--- config.mk ---
export PLATFORM = sky130hd
export DESIGN_NAME = t_pulse_debouncer
export DESIGN_NICKNAME = d
export VERILOG_FILES = /design/src/rtl/t_pulse_debouncer.sv
export SDC_FILE = /design/constraint.sdc
export NUM_CORES = 1
export LEC_CHECK = 0
export BUFFER_PORTS_ARGS = -buffer_cell sky130_fd_sc_hd__buf_2
export CAP_MARGIN = 10
export CORE_UTILIZATION = 45
export DETAILED_ROUTE_END_ITERATION = 8
export PLACE_DENSITY = 0.66
export SYNTH_ARGS = -nofsm -noshare
export SYNTH_HDL_FRONTEND = slang
export SYNTH_SLANG_ARGS = --single-unit
--- constraint.sdc ---
create_clock -name clk -period 4.28 [get_ports clk]
set_input_delay 0.214 -clock clk [delete_from_list [all_inputs] [get_ports clk]]
set_output_delay 0.214 -clock clk [all_outputs]
set_load 0.02 [all_outputs]
--- src/rtl/t_pulse_debouncer.sv ---
// Push-button debouncer: synchronizes a raw bouncing button and emits one t_out pulse per press.
// Optional auto-repeat while held is enabled by defining AUTOREPEAT_EN.
module t_pulse_debouncer #(
    parameter int unsigned SYNC_STAGES     = 2,
    parameter int unsigned DEBOUNCE_CYCLES = 4,
    parameter int unsigned REPEAT_CYCLES   = 16
) (
    input  logic       clk,
    input  logic       reset,
    input  logic       btn_in,
    output logic       t_out,
    output logic       btn_level,
    output logic [7:0] press_cnt
);

    localparam int unsigned CntW = $clog2(DEBOUNCE_CYCLES + 1);
    localparam logic [CntW-1:0] CntLast = CntW'(DEBOUNCE_CYCLES - 1);
    localparam logic [CntW-1:0] CntOne  = CntW'(1);

    typedef enum logic [1:0] {StIdle, StWaitHigh, StPressed, StWaitLow} state_e;

    logic [SYNC_STAGES-1:0] sync_q;
    logic                   btn_sync;
    state_e                 state_q, state_d;
    logic [CntW-1:0]        cnt_q, cnt_d;
    logic                   t_out_q, t_out_d;
    logic                   level_q, level_d;
    logic [7:0]             press_q, press_d;

`ifdef AUTOREPEAT_EN
    localparam int unsigned RepW = $clog2(REPEAT_CYCLES + 1);
    localparam logic [RepW-1:0] RepLast = RepW'(REPEAT_CYCLES - 1);

    logic [RepW-1:0] rep_q, rep_d;

    always_ff @(posedge clk or posedge reset) begin
        if (reset) begin
            rep_q <= '0;
        end else begin
            rep_q <= rep_d;
        end
    end
`endif

    always_ff @(posedge clk or posedge reset) begin
        if (reset) begin
            sync_q <= '0;
        end else begin
            sync_q <= {sync_q[SYNC_STAGES-2:0], btn_in};
        end
    end

    assign btn_sync = sync_q[SYNC_STAGES-1];

    always_ff @(posedge clk or posedge reset) begin
        if (reset) begin
            state_q <= StIdle;
            cnt_q   <= '0;
            t_out_q <= 1'b0;
            level_q <= 1'b0;
            press_q <= 8'd0;
        end else begin
            state_q <= state_d;
            cnt_q   <= cnt_d;
            t_out_q <= t_out_d;
            level_q <= level_d;
            press_q <= press_d;
        end
    end

    always_comb begin
        state_d = state_q;
        cnt_d   = cnt_q;
        t_out_d = 1'b0;
        level_d = level_q;
        press_d = press_q;
`ifdef AUTOREPEAT_EN
        rep_d   = '0;
`endif
        unique case (state_q)
            StIdle: begin
                if (btn_sync) begin
                    state_d = StWaitHigh;
                    cnt_d   = CntOne;
                end else begin
                    cnt_d   = '0;
                end
            end
            StWaitHigh: begin
                if (!btn_sync) begin
                    state_d = StIdle;
                    cnt_d   = '0;
                end else if (cnt_q == CntLast) begin
                    state_d = StPressed;
                    cnt_d   = '0;
                    t_out_d = 1'b1;
                    level_d = 1'b1;
                    press_d = press_q + 8'd1;
                end else begin
                    cnt_d   = cnt_q + CntOne;
                end
            end
            StPressed: begin
`ifdef AUTOREPEAT_EN
                if (rep_q == RepLast) begin
                    t_out_d = 1'b1;
                    press_d = press_q + 8'd1;
                end else begin
                    rep_d   = rep_q + RepW'(1);
                end
`endif
                if (!btn_sync) begin
                    state_d = StWaitLow;
                    cnt_d   = CntOne;
                end
            end
            StWaitLow: begin
`ifdef AUTOREPEAT_EN
                // Repeat phase is frozen during a release bounce; re-entry to pressed restarts it.
                rep_d = btn_sync ? '0 : rep_q;
`endif
                if (btn_sync) begin
                    state_d = StPressed;
                    cnt_d   = '0;
                end else if (cnt_q == CntLast) begin
                    state_d = StIdle;
                    cnt_d   = '0;
                    level_d = 1'b0;
                end else begin
                    cnt_d   = cnt_q + CntOne;
                end
            end
            default: begin
                state_d = StIdle;
                cnt_d   = '0;
            end
        endcase
    end

    assign t_out     = t_out_q;
    assign btn_level = level_q;
    assign press_cnt = press_q;

endmodule
### Word-level counts from Yosys, hierarchy flattened

Index checks and enable logic that the tools add are counted.

* add/sub/neg operators: 2
* equal/unequal tests: 12
* mux-type cells: 21
* reductions and logical operators: 5

Operators with widths (number)
* 2-bit 2-to-1 mux: 6
* 3-bit 2-to-1 mux: 4
* 2-bit != test, second input constant: 6
* 3-bit one-hot mux with 4 select lines: 1
* 8-bit by 1-bit adder with 8-bit output, second input constant: 1
* 1-bit 2-to-1 mux: 8
* 2-bit one-hot mux with 4 select lines: 1
* 3-bit != test, second input constant: 2
* 5-bit AND reduction: 1
* 2-bit == test, second input constant: 2
* 4-bit AND reduction: 1
* 3-bit by 1-bit adder with 3-bit output, second input constant: 1
* 3-bit by 2-bit == test with 1-bit output, second input constant: 1
* 3-bit AND reduction: 1
* 2-bit by 1-bit == test with 1-bit output, second input constant: 1
* 2-bit logical NOT: 1
* 1-bit one-hot mux with 2 select lines: 1
* 2-bit nonzero test: 1

* register bits: 17
* input port bits: 3

### Logic depth before layout (Yosys ltp)

Gate-level depths: netlist of the first run.

* word-level depth: 4
* gate-level depth with buffers: 5
* depth with buffers taken out: 4

### Worst setup path after synthesis of the first run

OpenSTA, ideal clock, no wires.

* kind: register -> register
* start point: register cnt_q[0]
* end point: register press_q[1] (netlist: press_cnt[1])
* library setup time: 0.125 ns
* arrival: 1.324 ns
* required time: 4.155 ns
* path slack: 2.831 ns
* stages on the path, launching flop included: 6
* path buffers: 1
* clock period less this slack: 1.449 ns
* cells stage by stage: dfrtp_1 > ha_1 > and3b_1 > buf_6 > and2_4 > mux2_4

* cells in the longest elaborated chain, start to end: 2

Ends and longest elaborated chain
* start: declaration: line 25 `logic [CntW-1:0] cnt_q, cnt_d;`
* start signal: assignment: line 64 `cnt_q <= cnt_d;`
* 3-bit by 2-bit == test with 1-bit output: line 93 `end else if (cnt_q == CntLast) begin`
* 3-bit AND reduction (no line)
* end signal: assignment: line 67 `press_q <= press_d;`
* end: declaration: line 28 `logic [7:0] press_q, press_d;`

Every way passes these cells.
A chain may end at the register's enable or synchronous reset.

### Worst setup path in the final report of the first run

Same ends and word-level chain as after synthesis.

==> run metrics, run 1 <==
status completed; setup tns final 0 ps; dpl hpwl 928 um; Area growth syn-to-layout 12.9%; Post-synth EDFFs 0; Syn Std Cell Area 806 um^2; Clock Sinks 17; share of the synthesized area in the top cell type a little over half; die area 1960 um^2; Hold Path Class input port to flip-flop; synth cell count leaders dfrtp_1 (17), nand2_1 (6), nor2_1 (5), xnor2_1 (5); post-synthesis sequential area ratio 52.8%; RSZ-0062 raised after global routing false; Post-CTS Setup Inserts 0; Core ar. approximately 1600 um^2; antenna violations before repair 0; final core occ 57.1%; Power Density between 400 and 500 nW/um^2; CTS max path bufs 2; Worst Path Class, Setup flip-flop to flip-flop; max-cap violations 0; Ports 13; H-tree Lvls 1; Worst EP required around 4500 ps; Placer Congestion roughly 0.73; fin. max-slew vios 0; CP delay by family, top simple AND/OR/NAND/NOR gates; number of global-route vias before repair 492; Filler Cell Count 133; syn nets 74; DR WL/cell 11.4 um; Reg clk slew, reported paths 100 ps; Antenna Diode Count 0; drt first pass iters 2; ys flop type dfrtp_1; CP bufs+invs 0; slowest stage cell, crit path dfrtp_1; Syn Inst Count 69; nets 89; Cell Rows 14; DR vias/cell 4.72; Num CTS Buffers 3; number of hold violations in the final report 0; Worst setup EP type flip-flop; PortBufs 12; Pleak 0.488 nW; Ys Warns 0; worst clock skew 2.61 ps; gr usage total approximately 15%; DIE WIDTH 44.3 um; die height about 44 um; Worst Path Max Fanout 8; largest net degree at the start of global routing 18; Worst Path Arrival ~1700 ps; measured slew at the worst slew-check pin slightly above 600 ps; gr ovfl total 0; syn_area_per_cell 11.7 um^2; Routed Antenna Nets 0; Synth area leader dfrtp_1; Final period util a little over a third; unique cell type count in the Yosys netlist 29; worst rel slew slack 59.5%; synthesized flop and latch total 17; crit path launch type flip-flop; clock root cell clkbuf_4; CP max stage delay 380 ps; largest cells by area after synthesis dfrtp_1 (53%), xnor2_1 (5.4%), xor2_1 (3.3%); latest clock arrival within the worst-skew pair between 200 and 300 ps; Initial Utilization 50.5%; Total Wirelength 1220 um; count leader, synth dfrtp_1; drt initial violations 8; # DRC 0; highest ir drop seen on vdd 0.288 mV; layout cells sized above 1 between 20 and 30%; TritonCTS clock tree yes; worst path cell trace ha_1 > and3b_1 > and2_4 > mux2_4; Setup-failing EPs final 0; min cycle time layout 1500 ps; first-pass GRT wire length between 1500 and 2000 um; Fmax 0.665 GHz; Async S/R FF share, synth 100%; DR vias around 500
area by class of cell:
| cell class | count | area (um^2) | share of cell area [%] |
|---|---|---|---|
| tap | 24 | 30.0 | 3.30 |
| clock inverter | 1 | 5.00 | 0.550 |
| clock buffer | 3 | 22.5 | 2.48 |
| inverter | 2 | 7.51 | 0.825 |
| timing repair buffer | 13 | 70.1 | 7.70 |
| multi-input combinational | 47 | 349 | 38.4 |
| sequential | 17 | 425 | 46.8 |
cell usage in the layout (no fill, tap or decap), drive strengths merged, types with 2 or more instances in the layout:
cell    instances
xnor2           5
clkbuf          3
and2            2
nor4            2
nor2            5
o21ai           2
dfrtp          17
nand3b          2
inv             2
nand3           3
ha              2
o21a            2
nand2           6
xor2            3
nand4           2
buf            12
routing by layer:
metal	up-vias	track usage (%)	part of all wire [%]
met5	-	0	0
met4	0	9.09	0.66
met3	2	2.45	2.8
met2	9	23.8	46
met1	230	18.1	51
li1	264	-	-
logic make-up (layout without fill, tap and decap cells):
kind of cell | after synthesis | after routing | synth area share (%)
XOR/XNOR | 8 | 8 | 8.70
flip-flops | 17 | 17 | 52.8
adder cells (fa/ha/maj) | 2 | 2 | 3.11
multiplexers | 1 | 1 | 1.86
buffers and inverters | 5 | 19 | 3.88
AND/OR/NAND/NOR | 29 | 29 | 23.9
AO/OA/AOI/OAI | 7 | 7 | 5.74
final timing paths:
check	start	endpoint	slack [ps]	cells past startpoint
max reg2reg	cnt_q[0]$_DFFE_PP0P_	press_cnt[1]$_DFFE_PP0P_	2780	4
min in group asynchronous	reset	sync_q[0]$_DFF_PP0_	530	3
min	btn_in	sync_q[0]$_DFF_PP0_	30	1
max in group asynchronous	reset	press_cnt[4]$_DFFE_PP0P_	3350	3
max	cnt_q[0]$_DFFE_PP0P_	press_cnt[1]$_DFFE_PP0P_	2780	4
min reg2reg	sync_q[0]$_DFF_PP0_	sync_q[1]$_DFF_PP0_	360	0
state kept, by name, summed over array words and instances, names as in the netlist, named ones only:
signal / cells
cnt_q: 3
btn_level: 1
sync_q: 2
state_q: 1
press_cnt: 8
t_out: 1
per-stage QoR:
| stage | cell area, um^2 | total power, mW | worst slack, ps | cells | hold slack [ps] |
|---|---|---|---|---|---|
| after CTS | 910 | 0.419 | 2770 | 107 | 19.4 |
| after floorplan | 806 | 0.311 | 2830 | 69 | 140 |
| final | 910 | 0.414 | 2780 | 107 | 28.6 |
| after global placement | 872 | 0.332 | 2820 | 102 | 321 |
| after global routing | 910 | 0.445 | 2700 | 107 | 6.63 |
| after detailed placement | 872 | 0.334 | 2780 | 102 | 316 |
power by group:
group	internal (mW)	switching, mW	leakage [nW]
clock	0.0347	0.0480	0.0177
combinational	0.0522	0.0569	0.250
sequential	0.187	0.0346	0.220
total	0.274	0.140	0.488
worst reg2reg max path: cells and delay by family, from the launching register on:
family / cells / cell delay, ps
flip-flops: 1 / 380
multiplexers: 1 / 290
AND/OR/NAND/NOR: 2 / 530
adder cells (fa/ha/maj): 1 / 210
what timing repair did:
| action | in CTS | in global routing |
|---|---|---|
| resized for setup | 0 | 0 |
| hold endpoints to repair | 3 | 0 |
| endpoints found under the setup margin | 0 | 0 |
| hold buffers | 1 | 0 |
Note: power is estimated with default switching activity, not from simulation.
==> run 2, diff against run 1 <==
Settings changed: ABC_AREA set to 1.
Clock period 4.28 ns to 1.53 ns, I/O delays scaled along.
==> run metrics, run 2 <==
clock group share of total power 22.0% (+2.0 points); Clock Sinks 17 (unchanged); drt initial violations 8 (unchanged); die height 44.4 um (+0.15%); share of the synthesized area in the top cell type 52.6% (-0.16 points); pre-CTS WS 223 ps (-2560 ps); syn nets 98 (+32%); count leader, synth nand2_1; largest cells by area after synthesis dfrtp_1 (53%), nand2_1 (15%), inv_1 (6.5%); synthesized flop and latch total 17 (unchanged); Synth Area in Compound Gates 5.26% (-0.48 points); Worst setup EP type flip-flop; Placer Congestion 0.811 (+11%); latest clock arrival within the worst-skew pair 300 ps (+20 ps); Initial Utilization 50.7% (+0.16 points); multi-input logic area 319 um^2 (-8.6%); Worst Path Arrival 1550 ps (-130 ps); TritonCTS clock tree yes; part of the power in registers 53.6% (about the same); Power Density 1210 nW/um^2 (+170%); Post-Synth XOR/XNOR Area 4.18% (-4.5 points); drt first pass iters 3 (+1); largest net degree at the start of global routing 18 (unchanged); measured slew at the worst slew-check pin 620 ps (+13.2 ps); Hold Path Class flip-flop to flip-flop; Ys Warns 0 (unchanged); Worst EP required 1760 ps (-2700 ps); commonest non-fill, non-tap cell in the layout nand2_1; Fmax 0.759 GHz (+14%); Post-synth EDFFs 0 (unchanged); CTS max path bufs 2 (unchanged); simple-gate share of the synthesized area 26.9% (+3.0 points); Post-CTS Resized 0 (unchanged); worst rel slew slack 58.6% (-0.88 points); Total Wirelength 1500 um (+24%); clock root cell clkbuf_4; Reg clk slew, reported paths 100 ps (about the same); Num CTS Buffers 3 (unchanged); worst clock skew 6.22 ps (+3.60 ps); nets 117 (+31%); die area 1970 um^2 (+0.29%); Worst Path Class, Setup flip-flop to flip-flop; RSZ-0062 raised after global routing false; layout cells sized above 1 18.9% (-6.4 points); main combinational cell family by area after synthesis simple AND/OR/NAND/NOR gates; setup tns final 0 ps (unchanged); gr usage total 18.9% (+4.3 points); crit path launch type flip-flop; syn_area_per_cell 8.69 um^2 (-26%); gr ovfl total 0 (unchanged); CP bufs+invs 1 (+1); Syn Std Cell Area 808 um^2 (+0.31%); slowest stage cell, crit path dfrtp_1; FF/Latch Area 425 um^2 (unchanged); switching pwr 405 uW (+190%); Int Power 733 uW (+170%); Largest register FFs 8 (unchanged); H-tree Lvls 1 (unchanged); fin. max-slew vios 0 (unchanged); unique cell type count in the Yosys netlist 17 (-41%); DR vias 618 (+22%); # DRC 0 (unchanged); DR vias/cell 4.58 (-3.0%); PortBufs 12 (unchanged); Filler Cell Count 165 (+24%); number of hold violations in the final report 0 (unchanged); mux contribution to synthesized area 0% (-1.9 points); Adder-Cell Fraction of Synth Area 3.10% (-0.0096 points); ys flop type dfrtp_1; Final period util 86.1% (+51 points); first-pass GRT wire length 2550 um (+28%); Syn Inst Count 93 (+35%); DR WL/cell 11.1 um (-2.0%); setup ws final 213 ps (-2560 ps); Async S/R FF share, synth 100% (unchanged); Core ar. 1590 um^2 (unchanged); Synth area leader dfrtp_1; CP delay by family, top flip-flops; commonest cells after routing, fill and taps aside nand2_1 (33), dfrtp_1 (17), inv_1 (14); DIE WIDTH 44.4 um (+0.15%); Setup-failing EPs final 0 (unchanged); Pleak 0.487 nW (-0.26%); Routed Antenna Nets 0 (unchanged); min cycle time layout 1320 ps (-187 ps); dpl hpwl 1080 um (+16%); worst path cell trace ha_1 > nand3_2 > nor2_4 > buf_4 > xor2_2; max-cap violations 0 (unchanged); number of global-route vias before repair 572 (+16%); status completed; Area growth syn-to-layout 16.6%; Antenna Diode Count 0 (unchanged); Ports 13 (unchanged); Cell Rows 14 (unchanged); Worst Path Max Fanout 8 (unchanged); highest ir drop seen on vdd 0.813 mV (+180%); Logic pwr share 24.4% (-2.0 points); post-synthesis sequential area ratio 52.6% (-0.16 points); CP max stage delay 380 ps (about the same); sw frac 35.6% (+1.9 points); synth cell count leaders nand2_1 (33), dfrtp_1 (17), inv_1 (14); antenna violations before repair 0 (unchanged)
[run 2: cell types whose count changed in the layout (fill, tap and decap cells not counted), moves of 2 or more]
| cell | change |
|---|---|
| nand3_1 | +5 |
| nor2_4 | +2 |
| o21a_1 | -2 |
| nor4_2 | -2 |
| nor2_1 | -3 |
| xor2_1 | -3 |
| xnor2_1 | -3 |
| nand2_1 | +27 |
| o21ai_1 | +2 |
| inv_1 | +12 |
[run 2: power groups by stage]
stage | clock [mW] | sequential (mW) | combinational, mW
2_1_floorplan | 0 | 0.648 | 0.165
3_3_place_gp | 0 | 0.617 | 0.273
3_5_place_dp | 0 | 0.620 | 0.277
4_1_cts | 0.259 | 0.611 | 0.283
5_1_grt | 0.274 | 0.621 | 0.331
6_report | 0.251 | 0.610 | 0.277
[run 2: worst register-to-register path: stages (launching register included)]
cell,delay [ps]
dfrtp_1,380
ha_1,210
nand3_2,150
nor2_4,200
buf_4,190
xor2_2,130
[run 2: final timing paths]
kind,start,to,slack [ps],depth (start not counted)
setup / recovery,cnt_q[0]$_DFFE_PP0P_,press_cnt[0]$_DFFE_PP0P_,210,5
setup reg to reg,cnt_q[0]$_DFFE_PP0P_,press_cnt[0]$_DFFE_PP0P_,210,5
hold reg to reg,sync_q[0]$_DFF_PP0_,sync_q[1]$_DFF_PP0_,360,0
max in group asynchronous,reset,btn_level$_DFFE_PP0P_,740,3
hold / removal,sync_q[0]$_DFF_PP0_,sync_q[1]$_DFF_PP0_,360,0
min in group asynchronous,reset,press_cnt[2]$_DFFE_PP0P_,390,3
[run 2: kinds of logic (layout without fill, tap and decap cells)]
logic type	count (synthesis)	count (layout)
buffers and inverters	15	33
xor gates and xnor gates	3	3
and+or+nand+nor	48	48
adders and majority gates	2	2
AOI/OAI and AO/OA	8	8
DFF	17	17
[run 2: timing repair]
action	4_1_cts	5_1_grt
buffers inserted	0	0
hold buffers	2	0
hold endpoints to repair	18	0
[run 2: metrics by stage]
| step | hold slack [ps] | power (mW) | util, % | instance area [um^2] | std cells |
|---|---|---|---|---|---|
| floorplan | 2.57 | 0.813 | - | 808 | 93 |
| global placement | 187 | 0.890 | 56.1 | 895 | 129 |
| detailed placement | 188 | 0.897 | 56.1 | 895 | 129 |
| CTS | 359 | 1.15 | 59.1 | 942 | 135 |
| global route | 368 | 1.23 | 59.1 | 942 | 135 |
| finish | 358 | 1.14 | 59.1 | 942 | 135 |
[run 2: layer usage]
metal  routed length, um  track usage, %
met4                  37            14.5
met3                  44            3.67
met5                   0               0
met1                 798            26.3
met2                 622            25.9
[run 2: final cells by class]
class,count,area share [%]
Clock buffer,3,2.39
Multi-Input combinational cell,61,33.9
Clock inverter,1,0.531
Sequential cell,17,45.2
Inverter,14,5.58
Timing Repair Buffer,15,9.30
Tap cell,24,3.19
==> run 3, diff against run 2 <==
Settings changed: RECOVER_POWER set to 100, SLEW_MARGIN set to 20.
==> run metrics, run 3 (synthesized netlist as in run 2, its figures left out) <==
Post-CTS Resized 0 (unchanged); Area growth syn-to-layout 15.0%; largest net degree at the start of global routing 18 (unchanged); highest ir drop seen on vdd 0.815 mV (+0.25%); Placer Congestion 0.811 (unchanged); commonest cells after routing, fill and taps aside nand2_1 (33), dfrtp_1 (17), inv_1 (14); Worst Path Arrival 1520 ps (-30 ps); multi-input logic area 319 um^2 (unchanged); Final period util 86.6% (+0.54 points); TritonCTS clock tree yes; fin. max-slew vios 0 (unchanged); Reg clk slew, reported paths 110 ps (about the same); RSZ-0062 raised after global routing false; Power Density 1220 nW/um^2 (+0.71%); dpl hpwl 1080 um (unchanged); commonest non-fill, non-tap cell in the layout nand2_1; measured slew at the worst slew-check pin 623 ps (+2.95 ps); Ports 13 (unchanged); CTS max path bufs 2 (unchanged); DR WL/cell 11.1 um (-0.33%); Hold Slack 358 ps (+0.218 ps); Initial Utilization 50.7% (unchanged); min cycle time layout 1330 ps (+8.20 ps); PortBufs 12 (unchanged); FF-to-FF Start cnt_q[0]$_DFFE_PP0P_; setup tns final 0 ps (unchanged); Num CTS Buffers 3 (unchanged); Antenna Diode Count 0 (unchanged); worst r2r dst press_cnt[2]$_DFFE_PP0P_; Filler Cell Count 163 (-1.2%); clock root cell clkbuf_4; Power, Total 1.13 mW (-0.63%); R2R depth 6 (+1); # DRC 0 (unchanged); Routed Antenna Nets 0 (unchanged); DIE WIDTH 44.4 um (unchanged); number of global-route vias before repair 572 (unchanged); H-tree Lvls 1 (unchanged); Worst setup EP type flip-flop; first-pass GRT wire length 2550 um (unchanged); Pleak 0.445 nW (-8.6%); nets 117 (unchanged); Worst EP required 1720 ps (-40 ps); Clock Sinks 17 (unchanged); die area 1970 um^2 (unchanged); Setup-failing EPs final 0 (unchanged); status completed; hold_sp sync_q[0]$_DFF_PP0_; DP Cell Count 129 (unchanged); slowest stage cell, crit path dfrtp_1; crit path launch type flip-flop; FF/Latch Area 425 um^2 (unchanged); DR vias/cell 4.66 (+1.8%); Total Wirelength 1500 um (-0.33%); WHS Path Cells 0 (unchanged); drt first pass iters 4 (+1); worst clock skew 5.98 ps (-0.243 ps); Worst Path Max Fanout 8 (unchanged); worst path cell trace ha_1 > nand3_2 > nor2_4 > inv_1 > nand2_1 > o21ai_0; Cell Rows 14 (unchanged); Worst Path Class, Setup flip-flop to flip-flop; die height 44.4 um (unchanged); CP max stage delay 380 ps (about the same); antenna violations before repair 0 (unchanged); Post-Layout Cell Count 135 (unchanged); Fmax 0.755 GHz (-0.62%); layout cells sized above 1 9.91% (-9.0 points); max-cap violations 0 (unchanged); end of the worst hold path sync_q[1]$_DFF_PP0_; latest clock arrival within the worst-skew pair 300 ps (about the same); number of hold violations in the final report 0 (unchanged); worst rel slew slack 58.4% (-0.20 points); Hold Path Class flip-flop to flip-flop; gr ovfl total 0 (unchanged); Core ar. 1590 um^2 (unchanged); gr usage total 18.9% (unchanged); drt initial violations 7 (-1); DR vias 629 (+1.8%); Worst R2R Setup Slack 200 ps (about the same); Largest register FFs 8 (unchanged)
[run 3: layout make-up]
type	instances	area share [%]
flip-flops and latches	17	45.8
clock buffers	3	2.42
well taps	24	3.23
clock inverters	1	0.538
multi-input cells	61	34.3
repair buffers	15	8.08
inverters	14	5.65
[run 3: worst max-delay path, delay by kind of cell (launching register included)]
family                     cells  cell delay, ps
buffers and inverters          1             130
and+or+nand+nor                3             420
DFF                            1             380
AOI/OAI and AO/OA              1              80
adders and majority gates      1             210
[run 3: through the flow]
step	instance area [um^2]	utilization [%]	setup WS (ps)
3_5_place_dp	895	56.1	223
5_1_grt	930	58.3	56.3
2_1_floorplan	808	-	309
4_1_cts	942	59.1	202
6_report	930	58.3	205
3_3_place_gp	895	56.1	287
[run 3: repair_timing]
action                                 CTS  global route
setup buffers                            0             0
setup endpoints to repair                0             0
endpoints found under the hold margin   18             0
hold buffers                             2             0
[run 3: worst max path at each step]
| stage | from | endpoint | slack [ps] | cells after the start |
|---|---|---|---|---|
| floorplan | press_cnt[0]$_DFFE_PP0P_ | press_cnt[4]$_DFFE_PP0P_ | 310 | 5 |
| global placement | cnt_q[0]$_DFFE_PP0P_ | press_cnt[1]$_DFFE_PP0P_ | 290 | 6 |
| detailed placement | cnt_q[0]$_DFFE_PP0P_ | press_cnt[1]$_DFFE_PP0P_ | 220 | 6 |
| CTS | cnt_q[0]$_DFFE_PP0P_ | press_cnt[1]$_DFFE_PP0P_ | 200 | 6 |
| global route | cnt_q[0]$_DFFE_PP0P_ | press_cnt[2]$_DFFE_PP0P_ | 60 | 6 |
| finish | cnt_q[0]$_DFFE_PP0P_ | press_cnt[2]$_DFFE_PP0P_ | 200 | 6 |
[run 3: power breakdown]
group | internal (mW) | switching, mW
combinational | 0.0950 | 0.173
clock | 0.0975 | 0.154
sequential | 0.531 | 0.0803
[run 3: routing by layer]
| metal | track usage (%) | part of all wire (%) | routed length [um] |
|---|---|---|---|
| met4 | 14.5 | 2.5 | 37 |
| met3 | 3.67 | 4.1 | 62 |
| met1 | 26.3 | 52 | 772 |
| met2 | 25.9 | 42 | 626 |
| met5 | 0 | 0 | 0 |
